===== src/rtl/mask_centroid.sv =====
// mask_centroid: accumulates the coordinates of set pixels in a binary mask
// stream and, at each frame end, divides the coordinate sums by the pixel count
// with two serial restoring dividers to give the object centroid.
module mask_centroid #(
   parameter int IMG_W      = 640,
   parameter int IMG_H      = 480,
   parameter int MIN_PIXELS = 64
) (
   input  logic        clk,
   input  logic        rst,
   input  logic        mask_bit,
   input  logic        mask_valid,
   input  logic        frame_done_in,
   output logic [9:0]  centroid_x,
   output logic [8:0]  centroid_y,
   output logic [18:0] pixel_count,
   output logic        object_found,
   output logic        result_valid,
   output logic        busy,
   output logic        frame_dropped
);

   localparam logic [1:0]  S_IDLE    = 2'd0;
   localparam logic [1:0]  S_DIV     = 2'd1;
   localparam logic [1:0]  S_DONE    = 2'd2;
   localparam logic [9:0]  X_LAST    = 10'(IMG_W - 1);
   localparam logic [8:0]  Y_LAST    = 9'(IMG_H - 1);
   localparam logic [18:0] MIN_CNT   = 19'(MIN_PIXELS);
   localparam logic [4:0]  LAST_ITER = 5'd26;

   // One restoring-division step: shift the next dividend bit into the
   // partial remainder and subtract the divisor when it fits.
   // Returns {new remainder, quotient bit}. The remainder is always below the
   // divisor, so after a successful subtract it fits in 19 bits again.
   function automatic logic [19:0] div_step(input logic [18:0] rem,
                                            input logic        msb,
                                            input logic [18:0] den);
      logic [19:0] trial;
      trial = {rem, msb};
      if (trial >= {1'b0, den})
         div_step = {trial[18:0] - den, 1'b1};
      else
         div_step = {trial[18:0], 1'b0};
   endfunction

   logic [9:0]  x;
   logic [8:0]  y;
   logic [26:0] sum_x, sum_y;
   logic [18:0] cnt;
   logic        pix;
   logic [26:0] sum_x_nxt, sum_y_nxt;
   logic [18:0] cnt_nxt;

   logic [1:0]  state;
   logic [4:0]  iter;
   logic [26:0] num_x, num_y;
   logic [18:0] rem_x, rem_y;
   logic [18:0] den;
   logic [9:0]  q_x;
   logic [8:0]  q_y;
   logic [19:0] step_x, step_y;

   // Accumulator values including the pixel qualified this cycle, so a pixel
   // coincident with frame_done_in lands in the snapshot of the ending frame.
   always_comb begin
      pix       = mask_valid & mask_bit;
      sum_x_nxt = sum_x + (pix ? {17'd0, x} : 27'd0);
      sum_y_nxt = sum_y + (pix ? {18'd0, y} : 27'd0);
      cnt_nxt   = cnt + {18'd0, pix};
      step_x    = div_step(rem_x, num_x[26], den);
      step_y    = div_step(rem_y, num_y[26], den);
   end

   assign busy = (state == S_DIV);

   // Raster coordinate counters and set-pixel accumulators; every frame end
   // restarts them regardless of divider state.
   always_ff @(posedge clk or posedge rst) begin
      if (rst) begin
         x     <= '0;
         y     <= '0;
         sum_x <= '0;
         sum_y <= '0;
         cnt   <= '0;
      end else if (frame_done_in) begin
         x     <= '0;
         y     <= '0;
         sum_x <= '0;
         sum_y <= '0;
         cnt   <= '0;
      end else begin
         if (mask_valid) begin
            if (x == X_LAST) begin
               x <= '0;
               if (y != Y_LAST)
                  y <= y + 9'd1;
            end else begin
               x <= x + 10'd1;
            end
         end
         sum_x <= sum_x_nxt;
         sum_y <= sum_y_nxt;
         cnt   <= cnt_nxt;
      end
   end

   // Frame-end sequencing: snapshot, 27-step division, result publication.
   always_ff @(posedge clk or posedge rst) begin
      if (rst) begin
         state         <= S_IDLE;
         iter          <= '0;
         num_x         <= '0;
         num_y         <= '0;
         rem_x         <= '0;
         rem_y         <= '0;
         den           <= '0;
         q_x           <= '0;
         q_y           <= '0;
         centroid_x    <= '0;
         centroid_y    <= '0;
         pixel_count   <= '0;
         object_found  <= 1'b0;
         result_valid  <= 1'b0;
         frame_dropped <= 1'b0;
      end else begin
         result_valid  <= 1'b0;
         frame_dropped <= 1'b0;
         case (state)
            S_IDLE: begin
               if (frame_done_in) begin
                  num_x <= sum_x_nxt;
                  num_y <= sum_y_nxt;
                  den   <= cnt_nxt;
                  rem_x <= '0;
                  rem_y <= '0;
                  q_x   <= '0;
                  q_y   <= '0;
                  iter  <= '0;
                  state <= (cnt_nxt >= MIN_CNT) ? S_DIV : S_DONE;
               end
            end
            S_DIV: begin
               rem_x <= step_x[19:1];
               rem_y <= step_y[19:1];
               q_x   <= {q_x[8:0], step_x[0]};
               q_y   <= {q_y[7:0], step_y[0]};
               num_x <= {num_x[25:0], 1'b0};
               num_y <= {num_y[25:0], 1'b0};
               iter  <= iter + 5'd1;
               if (iter == LAST_ITER)
                  state <= S_DONE;
               if (frame_done_in)
                  frame_dropped <= 1'b1;
            end
            S_DONE: begin
               // den still holds the snapshot count, which tells whether a
               // division ran for this frame.
               if (den >= MIN_CNT) begin
                  centroid_x   <= q_x;
                  centroid_y   <= q_y;
                  object_found <= 1'b1;
               end else begin
                  object_found <= 1'b0;
               end
               pixel_count  <= den;
               result_valid <= 1'b1;
               state        <= S_IDLE;
               if (frame_done_in)
                  frame_dropped <= 1'b1;
            end
            default: state <= S_IDLE;
         endcase
      end
   end

endmodule


===== config.mk =====
export PLATFORM = sky130hd
export DESIGN_NAME = mask_centroid
export DESIGN_NICKNAME = d
export VERILOG_FILES = /design/src/rtl/mask_centroid.sv
export SDC_FILE = /design/constraint.sdc
export NUM_CORES = 1
export LEC_CHECK = 0
export CAP_MARGIN = 20
export CORE_ASPECT_RATIO = 2
export CORE_MARGIN = 2
export CORE_UTILIZATION = 56
export DETAILED_ROUTE_END_ITERATION = 10
export GPL_TIMING_DRIVEN = 0
export PLACE_DENSITY = 0.82
export SLEW_MARGIN = 20
export SYNTH_ARGS = -nofsm -noshare
export SYNTH_HDL_FRONTEND = slang
export SYNTH_SLANG_ARGS = --single-unit
export TNS_END_PERCENT = 1

===== constraint.sdc =====
create_clock -name clk -period 7.7 [get_ports clk]
set_input_delay 0.77 -clock clk [delete_from_list [all_inputs] [get_ports clk]]
set_output_delay 0.77 -clock clk [all_outputs]
set_load 0.02 [all_outputs]

==> run_results.csv <==
group,metric,value,unit
run_status,status,"complete, no violations",
pwr,p_leak,7.44,nW
synthesis,synth_area_per_cell,9.81,µm²
pwr,p_sw,0.00154,W
finish,final_util,64.2,%
synthesis,async_reset_ff_share,100,%
routing,drtPass1Iterations,5,
clock_network,postCtsSetupRepairBufs,0,
timing,period_minus_slack,4.17,ns
setup_path,worst-setup-path-type,"input pin to register",
clock_network,htreeDepth,1,
clock_network,clk_path_buf_depth,3,
routing,wl_per_cell,20.3,µm
grt,gr-total-overflow,0,
finish,drive_gt1_share,6.50,%
timing,relSlewSlack,37.6,%
clock_network,cts_tree,"yes",
setup_path,setup.worst_path.end_class,"register",
timing,finalHoldViolations,0,
setup_path,slowest_delay,0.79,ns
floorplan,die_height,229,µm
pwr,ir_worst_vdd,187,µV
clock_network,cts_buffers,24,
timing,fin_tns_setup,0,ns
floorplan,core_area,24900,µm²
synthesis,syn_nets,1517,
timing,hold_ws,0.487,ns
pwr,p_int,0.00282,W
floorplan,initial_core_util,56.7,%
finish,nNetsFinal,1599,
synthesis,syn_area,14100,µm²
grt,grt_pass1_wl,61400,µm
finish,diodes,0,
clock_network,clk_latency,0.54,ns
floorplan,die_w,116,µm
pwr,clkPwrFrac,27.2,%
pwr,seq_power_share,41.2,%
floorplan,design.die.area,26600,µm²
setup_path,path_cells,"clkdlybuf4s50_1 -> clkbuf_1 -> and3_1 -> ha_1 -> inv_1 -> fa_1 -> nor2b_1 -> o21ai_0 -> a21oi_1 -> o21ai_0 -> a211oi_1 -> nand3_1 -> xor2_1 -> a21oi_1",
floorplan,num_rows,82,
setup_path,worstSetupStartpointType,"input pin",
grt,grt_pass1_vias,12100,
routing,finalWirelength,38100,µm
synthesis,synth-edff-count,0,
timing,worst_slew_pin_slew,0.931,ns
pwr,switching_share,35.3,%
routing,routed_via_density,6.16,
clock_network,postCtsHoldBufs,0,
setup_path,critPathBufInv,3,
routing,drtIter0Drc,731,
synthesis,ys_ff_latch,270,
synthesis,yosysSeqAreaShare,47.8,%
clock_network,root_buffer,"clkbuf_16",
routing,vias,11500,
synthesis,yosys_warnings,0,
pwr,p_comb_share,31.7,%
setup_path,arrival,4.57,ns
clock_network,cts_resized,0,
min_path,hold_path_class,"register to register",
place,portBuffers,45,
synthesis,synth_flop_cell,"dfrtp_1",
routing,ant_nets,0,
setup_path,crit_fanout,10,
routing,remaining_drc_errors,0,
place,hpwl,28800,µm
grt,antenna_found_initial,0,
place,gp_congestion,0.985,
timing,slew_viol_final,0,
timing,rsz0062_at_grt,"no",
clock_network,cts_sinks,270,
job,cap_violations,0,
timing,period_share,54.1,%
grt,grt_max_degree,38,
synthesis,syn_inst,1441,
pwr,powerDensity,273,nW/µm²
synthesis,synth_cell_types,73,
setup_path,crit_slowest_cell,"a211oi_1",
timing,setup_violations,0,
finish,area_growth,13.1,%
timing,fmax,240,MHz
floorplan,io_pins,47,
setup_path,crit_required,8.10,ns
grt,grt_usage,29.5,%
setup_path,cp_top_family,"compound AO/OA/AOI/OAI gates",
clock_network,clkTransAtPathRegs,0.06,ns
timing,fin_skew,0.0139,ns
[metrics by stage]
step,instance area [µm²],power (W),cells,setup slack [ns]
floorplan,14100,0.00267,1441,3.36
global placement,15000,0.00312,1822,1.51
detailed placement,15200,0.00318,1832,3.02
CTS,16000,0.00435,1873,3.56
global route,16000,0.00456,1874,3.23
finish,16000,0.00437,1874,3.53
[path summary, 6_finish.rpt]
path                                        from                     to  slack, ns  cells after the start
min in group asynchronous                    rst  rem_y[11]$_DFFE_PP0P_       0.51                      2
max                                   mask_valid  num_y[22]$_DFFE_PP0P_       3.53                     14
max reg2reg                num_y[26]$_DFFE_PP0P_   rem_y[8]$_DFFE_PP0P_       4.34                     12
min reg2reg                 num_x[3]$_DFFE_PP0P_   num_x[3]$_DFFE_PP0P_       0.49                      2
max in group asynchronous                    rst  num_y[19]$_DFFE_PP0P_       5.91                      7
min                         num_x[3]$_DFFE_PP0P_   num_x[3]$_DFFE_PP0P_       0.49                      2
[registers in the layout, summed over array words and instances (netlist names)]
signal	cells
rem_x	19
state	2
q_y	9
num_y	27
frame_dropped	1
sum_x	27
sum_y	27
num_x	27
cnt	19
centroid_y	9
x	10
iter	5
rem_y	19
pixel_count	19
centroid_x	10
object_found	1
den	19
q_x	10
result_valid	1
y	9
[power groups by stage]
stage               sequential, W  combinational (W)  clock (W)
CTS                       0.00179            0.00137    0.00119
detailed placement        0.00182            0.00136          0
global placement          0.00181            0.00131          0
finish                    0.00180            0.00138    0.00119
global route              0.00181            0.00150    0.00124
floorplan                 0.00182           0.000848          0
[cells by family after synthesis]
| logic type | share of synthesized area (%) |
|---|---|
| and+or+nand+nor | 16.0 |
| AOI/OAI and AO/OA | 15.4 |
| DFF | 47.8 |
| buffers and inverters | 3.35 |
| xor gates and xnor gates | 6.75 |
| adders and majority gates | 6.50 |
| muxes | 4.26 |
[cells in the final DEF (no fill, tap or decap), types with 9 or more instances in the layout]
cell / Yosys / routed
nand4_1: 21 / 21
o21a_1: 15 / 15
nor2b_1: 17 / 17
mux2i_1: 14 / 14
clkbuf_16: 0 / 24
o22ai_1: 30 / 30
ha_1: 67 / 67
inv_1: 54 / 53
a21o_1: 18 / 18
a31oi_1: 11 / 11
a22o_1: 22 / 22
and3_1: 40 / 40
clkdlybuf4s50_1: 0 / 45
o21ai_0: 73 / 73
nor3_1: 17 / 17
xnor2_1: 46 / 46
nor2_1: 156 / 156
xor2_1: 63 / 63
nand2_1: 95 / 95
nand2b_1: 9 / 9
mux2_2: 41 / 41
clkbuf_1: 56 / 65
nand3_1: 69 / 69
a21oi_1: 111 / 111
dfrtp_1: 270 / 270
a211oi_1: 9 / 9
or3_1: 11 / 11
[layout make-up]
type                            count  area, µm²
Buffer                             66        272
Timing Repair Buffer               56        688
Inverter                           54        206
Tap cell                          336        420
Fill cell                        1979       8940
Clock inverter                      4       56.3
Sequential cell                   270       6760
Clock buffer                       37        689
Multi-Input combinational cell   1051       6910
[per-layer routing]
metal  up-vias  share of wire (%)  global-route usage [%]
met3       181                4.1                    3.47
met5         -                  0                       0
li1       5264                  -                       -
met4         0                9.0                    22.6
met1      5711                 33                    28.7
met2       386                 54                    54.1
[worst reg2reg max path, delay by kind of cell (launching register included)]
kind,cells,cell delay (ns)
AOI/OAI and AO/OA,5,1.29
adders and majority gates,2,0.66
buffers and inverters,2,0.53
DFF,1,0.36
and+or+nand+nor,3,0.47
[Yosys cell counts, drive strengths merged (8+ instances only)]
master	count	area (µm²)
a211oi	9	67.6
a21o	18	135
a21oi	111	556
a22o	22	193
a31oi	12	90.1
and2	8	55.1
and3	40	250
buf	10	61.3
clkbuf	56	210
dfrtp	270	6760
ha	67	838
inv	54	203
mux2	41	462
mux2i	14	140
nand2	95	357
nand2b	9	56.3
nand3	69	345
nand4	21	131
nor2	156	586
nor2b	17	106
nor3	17	85.1
o21a	15	113
o21ai	77	385
o22ai	30	188
or3	11	68.8
xnor2	46	403
xor2	63	552
No activity file was read; power rests on OpenSTA's default activity.
